## src/rtl/wb_pkg.sv

```systemverilog
// rtl/wb_pkg.sv - shared constants, state encodings and helpers for the writeback mux
package wb_pkg;

  localparam int WB_DATA_W = 32;
  localparam int WB_RD_W   = 4;

  localparam int SRC_ALU   = 0;
  localparam int SRC_RAM   = 1;
  localparam int SRC_TIMER = 2;
  localparam int SRC_HD    = 3;

  typedef logic [1:0] wb_state_t;

  localparam logic [1:0] ST_IDLE = 2'd0;
  localparam logic [1:0] ST_WAIT = 2'd1;
  localparam logic [1:0] ST_DONE = 2'd2;

  // Width of a source index; a single source still needs one bit.
  function automatic int sel_width(input int n);
    return (n > 1) ? $clog2(n) : 1;
  endfunction

endpackage

```

## src/rtl/writeback_mux_seq_if.sv

```systemverilog
// rtl/writeback_mux_seq_if.sv - request, source and writeback signals of the writeback mux
// Optional WB_TIMEOUT_EN adds timeout_err.
interface writeback_mux_seq_if
  import wb_pkg::*;
#(
  parameter int DATA_W  = WB_DATA_W,
  parameter int NUM_SRC = 4,
  parameter int RD_W    = WB_RD_W
);
  localparam int SEL_W = sel_width(NUM_SRC);

  logic                      req_valid;
  logic [SEL_W-1:0]          req_sel;
  logic [RD_W-1:0]           req_rd;
  logic                      req_ready;
  logic [NUM_SRC*DATA_W-1:0] src_data;
  logic [NUM_SRC-1:0]        src_valid;
  logic                      stall;
  logic                      wb_valid;
  logic [DATA_W-1:0]         wb_data;
  logic [RD_W-1:0]           wb_rd;
  logic                      sel_err;
`ifdef WB_TIMEOUT_EN
  logic                      timeout_err;

  modport master (
    output req_valid, req_sel, req_rd, src_data, src_valid,
    input  req_ready, stall, wb_valid, wb_data, wb_rd, sel_err, timeout_err
  );
  modport slave (
    input  req_valid, req_sel, req_rd, src_data, src_valid,
    output req_ready, stall, wb_valid, wb_data, wb_rd, sel_err, timeout_err
  );
`else
  modport master (
    output req_valid, req_sel, req_rd, src_data, src_valid,
    input  req_ready, stall, wb_valid, wb_data, wb_rd, sel_err
  );
  modport slave (
    input  req_valid, req_sel, req_rd, src_data, src_valid,
    output req_ready, stall, wb_valid, wb_data, wb_rd, sel_err
  );
`endif

endinterface

```

## src/rtl/wb_src_select.sv

```systemverilog
// rtl/wb_src_select.sv - combinational pick of one source word/valid from the packed bus
module wb_src_select #(
  parameter int DATA_W  = 32,
  parameter int NUM_SRC = 4,
  parameter int SEL_W   = 2
) (
  input  logic [SEL_W-1:0]          sel,
  input  logic [NUM_SRC*DATA_W-1:0] src_data,
  input  logic [NUM_SRC-1:0]        src_valid,
  output logic [DATA_W-1:0]         data,
  output logic                      valid,
  output logic                      in_range
);

  // An index with no matching source leaves everything at zero.
  always_comb begin
    data     = '0;
    valid    = 1'b0;
    in_range = 1'b0;
    for (int i = 0; i < NUM_SRC; i++) begin
      if (sel == SEL_W'(i)) begin
        data     = src_data[i*DATA_W +: DATA_W];
        valid    = src_valid[i];
        in_range = 1'b1;
      end
    end
  end

endmodule

```

## src/rtl/writeback_mux_seq.sv

```systemverilog
// rtl/writeback_mux_seq.sv - registered writeback source mux that stalls on slow sources
// Optional WB_TIMEOUT_EN aborts a WAIT after TIMEOUT_CYC cycles with timeout_err.
module writeback_mux_seq
  import wb_pkg::*;
#(
  parameter int DATA_W      = WB_DATA_W,
  parameter int NUM_SRC     = 4,
  parameter int RD_W        = WB_RD_W,
  parameter int TIMEOUT_CYC = 255
) (
  input  logic               clk,
  input  logic               rst_n,
  writeback_mux_seq_if.slave bus
);
  localparam int SEL_W = sel_width(NUM_SRC);

  wb_state_t         state;
  logic [SEL_W-1:0]  sel_q;
  logic [SEL_W-1:0]  sel_mux;
  logic [RD_W-1:0]   rd_q;
  logic [RD_W-1:0]   wb_rd_q;
  logic [DATA_W-1:0] wb_data_q;
  logic [DATA_W-1:0] pick_data;
  logic              pick_valid;
  logic              pick_in_range;
  logic              wb_valid_q;
  logic              sel_err_q;
  logic              ready;

  assign ready   = (state != ST_WAIT);
  // While waiting only the latched source matters; otherwise look at the incoming request.
  assign sel_mux = (state == ST_WAIT) ? sel_q : bus.req_sel;

  wb_src_select #(
    .DATA_W  (DATA_W),
    .NUM_SRC (NUM_SRC),
    .SEL_W   (SEL_W)
  ) u_src_select (
    .sel      (sel_mux),
    .src_data (bus.src_data),
    .src_valid(bus.src_valid),
    .data     (pick_data),
    .valid    (pick_valid),
    .in_range (pick_in_range)
  );

`ifdef WB_TIMEOUT_EN
  localparam int CNT_W = ($clog2(TIMEOUT_CYC + 1) > 8) ? $clog2(TIMEOUT_CYC + 1) : 8;

  logic [CNT_W-1:0] cnt_q;
  logic             tmo_err_q;
  logic             tmo_hit;

  // cnt_q counts completed WAIT cycles, so this is the last allowed one.
  assign tmo_hit         = (cnt_q == CNT_W'(TIMEOUT_CYC - 1));
  assign bus.timeout_err = tmo_err_q;
`endif

  always_ff @(posedge clk or negedge rst_n) begin
    if (!rst_n) begin
      state      <= ST_IDLE;
      sel_q      <= '0;
      rd_q       <= '0;
      wb_rd_q    <= '0;
      wb_data_q  <= '0;
      wb_valid_q <= 1'b0;
      sel_err_q  <= 1'b0;
`ifdef WB_TIMEOUT_EN
      cnt_q      <= '0;
      tmo_err_q  <= 1'b0;
`endif
    end else begin
      wb_valid_q <= 1'b0;
      sel_err_q  <= 1'b0;
`ifdef WB_TIMEOUT_EN
      tmo_err_q  <= 1'b0;
`endif
      case (state)
        ST_IDLE, ST_DONE: begin
          state <= ST_IDLE;
          if (bus.req_valid) begin
            sel_q <= bus.req_sel;
            rd_q  <= bus.req_rd;
            if (!pick_in_range) begin
              state      <= ST_DONE;
              wb_valid_q <= 1'b1;
              sel_err_q  <= 1'b1;
              wb_data_q  <= '0;
              wb_rd_q    <= bus.req_rd;
            end else if (pick_valid) begin
              state      <= ST_DONE;
              wb_valid_q <= 1'b1;
              wb_data_q  <= pick_data;
              wb_rd_q    <= bus.req_rd;
            end else begin
              state <= ST_WAIT;
`ifdef WB_TIMEOUT_EN
              cnt_q <= '0;
`endif
            end
          end
        end
        ST_WAIT: begin
`ifdef WB_TIMEOUT_EN
          cnt_q <= cnt_q + 1'b1;
`endif
          if (pick_valid) begin
            state      <= ST_DONE;
            wb_valid_q <= 1'b1;
            wb_data_q  <= pick_data;
            wb_rd_q    <= rd_q;
`ifdef WB_TIMEOUT_EN
          end else if (tmo_hit) begin
            state      <= ST_DONE;
            wb_valid_q <= 1'b1;
            tmo_err_q  <= 1'b1;
            wb_data_q  <= '0;
            wb_rd_q    <= rd_q;
`endif
          end
        end
        default: state <= ST_IDLE;
      endcase
    end
  end

  assign bus.req_ready = ready;
  assign bus.stall     = (state == ST_WAIT);
  assign bus.wb_valid  = wb_valid_q;
  assign bus.wb_data   = wb_data_q;
  assign bus.wb_rd     = wb_rd_q;
  assign bus.sel_err   = sel_err_q;

endmodule

```

## src/flat_wrapper.sv

```systemverilog
// flat-port wrapper written by rule: the top's interface ports become plain ports
module writeback_mux_seq_flat import wb_pkg::*;
#(
  parameter int DATA_W      = WB_DATA_W,
  parameter int NUM_SRC     = 4,
  parameter int RD_W        = WB_RD_W,
  parameter int TIMEOUT_CYC = 255
)
  (clk, rst_n, bus_req_valid, bus_req_sel, bus_req_rd, bus_src_data, bus_src_valid, bus_req_ready, bus_stall, bus_wb_valid, bus_wb_data, bus_wb_rd, bus_sel_err);
  writeback_mux_seq_if #(.DATA_W(DATA_W), .NUM_SRC(NUM_SRC), .RD_W(RD_W)) bus_i ();
  input  logic clk;
  input  logic rst_n;
  input wire logic [$bits(bus_i.req_valid)-1:0] bus_req_valid;
  input wire logic [$bits(bus_i.req_sel)-1:0] bus_req_sel;
  input wire logic [$bits(bus_i.req_rd)-1:0] bus_req_rd;
  input wire logic [$bits(bus_i.src_data)-1:0] bus_src_data;
  input wire logic [$bits(bus_i.src_valid)-1:0] bus_src_valid;
  output wire logic [$bits(bus_i.req_ready)-1:0] bus_req_ready;
  output wire logic [$bits(bus_i.stall)-1:0] bus_stall;
  output wire logic [$bits(bus_i.wb_valid)-1:0] bus_wb_valid;
  output wire logic [$bits(bus_i.wb_data)-1:0] bus_wb_data;
  output wire logic [$bits(bus_i.wb_rd)-1:0] bus_wb_rd;
  output wire logic [$bits(bus_i.sel_err)-1:0] bus_sel_err;
  assign bus_i.req_valid = bus_req_valid;
  assign bus_i.req_sel = bus_req_sel;
  assign bus_i.req_rd = bus_req_rd;
  assign bus_i.src_data = bus_src_data;
  assign bus_i.src_valid = bus_src_valid;
  assign bus_req_ready = bus_i.req_ready;
  assign bus_stall = bus_i.stall;
  assign bus_wb_valid = bus_i.wb_valid;
  assign bus_wb_data = bus_i.wb_data;
  assign bus_wb_rd = bus_i.wb_rd;
  assign bus_sel_err = bus_i.sel_err;
  writeback_mux_seq #(.DATA_W(DATA_W), .NUM_SRC(NUM_SRC), .RD_W(RD_W), .TIMEOUT_CYC(TIMEOUT_CYC)) u_core (.clk(clk), .rst_n(rst_n), .bus(bus_i));
endmodule
```

## config.mk

```make
export PLATFORM = sky130hd
export DESIGN_NAME = writeback_mux_seq_flat
export DESIGN_NICKNAME = d
export VERILOG_FILES = /design/src/rtl/wb_pkg.sv /design/src/rtl/writeback_mux_seq_if.sv /design/src/rtl/wb_src_select.sv /design/src/rtl/writeback_mux_seq.sv /design/src/flat_wrapper.sv
export SDC_FILE = /design/constraint.sdc
export NUM_CORES = 1
export LEC_CHECK = 0
export CAP_MARGIN = 20
export CORE_MARGIN = 4
export CORE_UTILIZATION = 36
export CTS_CLUSTER_SIZE = 25
export DETAILED_ROUTE_END_ITERATION = 10
export GPL_TIMING_DRIVEN = 0
export PLACE_DENSITY_LB_ADDON = 0.25
export SLEW_MARGIN = 20
export SYNTH_ARGS = -nofsm -noshare
export SYNTH_HDL_FRONTEND = slang
export SYNTH_HIERARCHICAL = 1
export SYNTH_SLANG_ARGS = --single-unit
```

## constraint.sdc

```tcl
create_clock -name clk -period 3.31 [get_ports clk]
set_input_delay 0.662 -clock clk [delete_from_list [all_inputs] [get_ports clk]]
set_output_delay 0.662 -clock clk [all_outputs]
set_load 0.02 [all_outputs]
```

# Yosys cells after proc, flatten, opt, wreduce, memory -nomap -nowiden
# Cells that the tools add are included.
[word_totals]
register_bits = 46
latch_bits = 0
mem_bits_rw = 0
rom_bits = 0
output_inout_bits = 40
word_cells = 57
mem_count = 0
[classes]
add_sub_neg = 0
mul = 0
div_mod_pow = 0
n_lt_le_gt_ge = 0
n_eq_ne = 9
shift = 0
muxes = 34
n_bitwise = 0
reduce_logical = 7
[op_table]
columns = ["cell", "count"]
rows = [
  ["32-bit 2-to-1 mux", 7],
  ["32-bit case mux with 2 select lines", 1],
  ["4-bit 2-to-1 mux", 4],
  ["1-bit 2-to-1 mux", 14],
  ["2-bit 2-to-1 mux", 5],
  ["4-bit case mux with 2 select lines", 1],
  ["2-bit equality test, second input constant", 3],
  ["2-bit by 1-bit equality test with 1-bit output, second input constant", 2],
  ["2-bit logical NOT", 2],
  ["2-bit by 1-bit != test with 1-bit output, second input constant", 2],
  ["2-bit case mux with 2 select lines", 1],
  ["2-bit AND reduction", 2],
  ["4-bit AND reduction", 1],
  ["3-bit by 2-bit != test with 1-bit output, second input constant", 1],
  ["2-bit != test, second input constant", 1],
  ["1-bit case mux with 2 select lines", 1],
  ["2-bit nonzero test", 1],
  ["2-bit OR reduction", 1],
]

# Longest topological paths before layout
[logic_depth]
depth_word = 11
mapped_depth = 11
mapped_depth_nobuf = 8

# Hierarchy
# The synthesis kept the hierarchy.
[modules_own_cells]
columns = ["module", "instances", "cells_per_inst", "area_each_um2", "seq_area_each_um2"]
rows = [
  ["writeback_mux_seq", 1, 199, 2122.0, 1151.1],
  ["wb_src_select", 1, 43, 855.8, 0.0],
]

# Worst setup path before layout
# OpenSTA, ideal clock, no wires.
[synth_timing]
path_kind = "flip-flop to flip-flop"
start = "reg u_core.state[0]"
end = "reg u_core.wb_rd_q[0] (netlist: u_core/bus.wb_rd[0])"
setup_time_ps = 125
t_arrival_ps = 2422
slack_ps = 763
path_stages_with_launch = 11
path_buffers = 2
period_less_slack_ps = 2547
cell_sequence = "dfrtp_1 > and2b_1 > buf_6 > inv_6 > nand2_1 > nand2_1 > buf_6 > mux4_1 > nand2b_1 > a22o_4 > mux2_4"
[synth_via]
word_cells_on_any_way = 25
cone_classes = "eq/ne (8); mux (12); reduce/logical (5)"
[synth_lines]
columns = ["item", "line_no", "rtl"]
rows = [
  ["from (decl)", "writeback_mux_seq.sv:17", "wb_state_t state;"],
  ["from (signal assigned)", "writeback_mux_seq.sv:61", "state <= ST_IDLE;"],
  ["from (signal assigned)", "writeback_mux_seq.sv:80", "state <= ST_IDLE;"],
  ["from (signal assigned)", "writeback_mux_seq.sv:85", "state <= ST_DONE;"],
  ["2-bit by 1-bit equality test with 1-bit output *", "--", ""],
  ["named net bus_stall", "flat_wrapper.sv:19", "output wire logic [$bits(bus_i.stall)-1:0] bus_stall;"],
  ["2-bit 2-to-1 mux *", "writeback_mux_seq.sv:32", "assign sel_mux = (state == ST_WAIT) ? sel_q : bus.req_sel;"],
  ["named net u_core.sel_mux[0]", "writeback_mux_seq.sv:19", "logic [SEL_W-1:0] sel_mux;"],
  ["2-bit logical NOT", "wb_src_select.sv:21", "if (sel == SEL_W'(i)) begin"],
  ["1-bit 2-to-1 mux (3 in a row)", "wb_src_select.sv:21", ""],
  ["1-bit 2-to-1 mux *", "wb_src_select.sv:21", ""],
  ["named net u_core.pick_valid", "writeback_mux_seq.sv:24", "logic pick_valid;"],
  ["3-bit by 2-bit != test with 1-bit output (no line) or 2-bit by 1-bit != test with 1-bit output (tied branches)", "--", ""],
  ["4-bit AND reduction (no line) *", "--", ""],
  ["to (signal assigned)", "writeback_mux_seq.sv:89", "wb_rd_q <= bus.req_rd;"],
  ["to (signal assigned)", "writeback_mux_seq.sv:94", "wb_rd_q <= bus.req_rd;"],
  ["to (signal assigned)", "writeback_mux_seq.sv:111", "wb_rd_q <= rd_q;"],
  ["to (decl)", "writeback_mux_seq.sv:21", "logic [RD_W-1:0] wb_rd_q;"],
]
# The timed path passes the listed nets; every way through them passes the cells marked *. The select of a mux whose other input is x is not followed.
# A chain may end at the register's enable or synchronous reset.

# Worst setup path after layout
[layout_timing]
start = "in bus_req_sel[0]"
end = "reg u_core.wb_rd_q[0] (netlist: u_core/bus.wb_rd[0])"
[layout_via]
word_cells_on_any_way = 19
cone_classes = "eq/ne (5); mux (12); reduce/logical (2)"
[layout_lines]
columns = ["item", "line_no", "rtl"]
rows = [
  ["from (decl)", "flat_wrapper.sv:14", "input wire logic [$bits(bus_i.req_sel)-1:0] bus_req_sel;"],
  ["2-bit 2-to-1 mux *", "writeback_mux_seq.sv:32", ""],
  ["named net u_core.sel_mux[0]", "writeback_mux_seq.sv:19", ""],
  ["2-bit logical NOT", "wb_src_select.sv:21", ""],
  ["1-bit 2-to-1 mux (3 in a row)", "wb_src_select.sv:21", ""],
  ["1-bit 2-to-1 mux *", "wb_src_select.sv:21", ""],
  ["named net u_core.pick_valid", "writeback_mux_seq.sv:24", ""],
  ["3-bit by 2-bit != test with 1-bit output (no line) or 2-bit by 1-bit != test with 1-bit output (tied branches)", "--", ""],
  ["4-bit AND reduction (no line) *", "--", ""],
]
# Marked as above.

==> impl_metrics.toml <==
[timing]
slew_headroom_pct = 65.48
finalHoldViolCount = 0
finalWorstPathRequiredPeriod_ns = 2.769
rsz0062_at_grt = "false"
setup_viol = 0
fin_crit_sh_pct = 83.64
worstMarginPinSlew_ns = 0.5178
fmaxAchievable_mhz = 361.2
skew_ns = 0.004663
final.setup.tns_ns = 0
slew_viol_final = 0

[clock_tree]
cts_tree = "done"
post_cts_resized = 0
post-cts-setup-buffers = 0
numCtsBuffers = 5
clock_sinks = 46
clk_pin_slew_ns = 0.08
clockBufferDepth = 2
clockRootBuffer = "clkbuf_8"
cts.htree.levels = 2
cts-hold-fix-buffers = 0
worstSkewPairLatency_ns = 0.28

[setup_path]
path_delay_family = "multiplexers"
path_buf_inv = 2
start_kind = "input port"
cp-end-kind = "register"
critPathKind = "input port to register"
cp_cell_sequence = "clkdlybuf4s50_1 > nand2_1 > nand2_1 > buf_6 > mux4_1 > nand2b_1 > a22o_4 > mux2_4"
cp_data_required_time_ns = 3.49
slowest_delay_ns = 0.69
critPathMaxFanout = 6
crit_top_cell = "nand2_1"
slowest_stage = "mux4_1"
cp.arrival_ns = 2.94

[synthesis]
yosysSeqAreaShare_pct = 38.66
ys_types = 27
synth.net_count = 383
syn_area_per_cell_sq_um = 12.31
synth-seq-cells = 46
synth_area_sq_um = 2978
synth_cells = 242
yosysWarnings = 6

[power]
p_total_w = 0.002344
leakage_nw = 2.120
p_per_area_nw_per_um2 = 468.3
ir_worst_vdd_mv = 0.2468

[floorplanning]
fp-row-count = 32
initial_utilization_pct = 37.75
die_h_microns = 98.95
fp.dieW_microns = 98.95
io_pins = 181
core_sq_um = 7888
design.die.area_sq_um = 9791

[layout]
drive_above_1_share_pct = 14.22
fin_area_sq_um = 5005
final_common_cell = "clkdlybuf4s50_1"
fillers = 645
area_growth_pct = 68.07
fin_nets = 571
num_antenna_cells = 0
layout_common_cells = "clkdlybuf4s50_1 (179), nand2_1 (86), dfrtp_1 (46), mux2i_1 (31), mux4_2 (30)"

[run]
drv_cap = 0

[drt]
ant_nets = 0
dr.pass1.iters = 4
totalWireLength_microns = 9032
vias = 2594
drt_iter0_drc = 47
drc_errors = 0
routedWlPerCell_microns = 17.01
via_per_inst = 4.885

[placement]
io_buffer_count = 180
gp_congestion = 0.7768
dpl-instance-area_sq_um = 4922
dp_hpwl_microns = 7481

[global_routing]
grtUsageMet1_pct = 20.43
gr-total-overflow = 0
grt.total_usage_pct = 18.10
gr-usage-met2_pct = 34.25
antenna_found_initial = 0
grt_pass1_vias = 2903
grt_first_pass_wirelength_microns = 14190
top_usage_layer = "met2"
gr-usage-met3_pct = 4.529
grt_max_degree = 27

[worst_hold_path]
hp-class = "input port to async pin"

[outcome]
status = "complete, no violations"
-- kinds of logic after synthesis --
group           synth area share [%]
simple gates                   12.39
mux                            39.29
other cells                   0.1259
compound gates                 2.185
buf+inv                        7.353
flops                          38.66
-- flip-flops by register name, indices dropped and copies added, names as in the netlist --
signal and cells:
u_core/sel_q 2, u_core/bus.wb_rd 4, u_core/bus.wb_valid 1, u_core/state 2, u_core/rd_q 4, u_core/bus.wb_data 32
u_core/bus.sel_err 1
-- power by group --
part           total, W  leakage [nW]  switching [W]  internal [W]
combinational   0.00121          1.49       0.000529      0.000682
clock          0.000337        0.0431       0.000176      0.000161
sequential     0.000795         0.586      0.0000803      0.000715
total           0.00234          2.12       0.000785       0.00156
-- synthesized netlist by cell type --
master / n / area, sq um
conb_1: 1 / 3.750
and2b_1: 2 / 15.01
inv_2: 1 / 3.750
buf_4: 1 / 7.510
inv_6: 1 / 8.760
mux2i_1: 31 / 310.3
mux2_4: 4 / 60.06
nor2b_1: 1 / 6.260
a22o_4: 1 / 17.52
mux4_2: 30 / 675.7
o21ai_0: 1 / 5.000
a21boi_4: 1 / 18.77
dfrtp_1: 46 / 1151
nor2_1: 1 / 3.750
o211a_1: 1 / 10.01
nand2_1: 86 / 322.8
clkbuf_1: 5 / 18.77
buf_12: 6 / 120.1
nand2b_1: 2 / 12.51
mux4_1: 3 / 78.83
a22o_1: 1 / 8.760
buf_2: 6 / 30.03
buf_1: 2 / 7.510
buf_6: 2 / 22.52
mux2_1: 4 / 45.04
a21oi_1: 1 / 5.000
or3b_1: 1 / 8.760
-- stage by stage --
stage	utilization, %	std cells	worst slack (ns)	hold WS [ns]
final	63.45	531	0.5415	0.3376
after global routing	63.45	531	0.5011	0.3560
after CTS	63.45	531	0.5404	0.3407
after detailed placement	62.40	525	0.2190	0.4621
after global placement	62.21	524	0.2380	0.4535
after floorplan	-	242	0.7634	0.3664
-- metal layers --
| layer | up-vias | part of all wire [%] | wire, microns |
|---|---|---|---|
| li1 | 1233 | - | - |
| met1 | 1262 | 38 | 3473 |
| met2 | 95 | 53 | 4816 |
| met3 | 4 | 7.4 | 670 |
| met4 | 0 | 0.81 | 73 |
| met5 | - | 0 | 0 |
-- path summary, 6_finish.rpt --
kind                            startpoint               endpoint  slack [ns]  cells after the start
max                         bus_req_sel[0]    u_core/bus.wb_rd[0]        0.54                      8
min                                  rst_n    u_core/bus.wb_rd[0]        0.34                      1
max reg2reg                u_core/state[0]    u_core/bus.wb_rd[0]        0.61                     10
min reg2reg                u_core/sel_q[0]        u_core/sel_q[0]        0.48                      2
max in group asynchronous            rst_n  u_core/bus.wb_data[3]        2.46                      2
min in group clk           u_core/sel_q[0]        u_core/sel_q[0]        0.48                      2
-- layout make-up --
class | count | area, sq um | share of cell area [%]
inverters | 2 | 12.51 | 0.2500
clock buffers | 6 | 82.58 | 1.650
well taps | 102 | 127.6 | 2.550
repair buffers | 181 | 1817 | 36.30
plain buffers | 22 | 206.4 | 4.125
flip-flops and latches | 46 | 1151 | 23.00
multi-input cells | 172 | 1608 | 32.12
No activity file was read; power rests on OpenSTA's default activity.
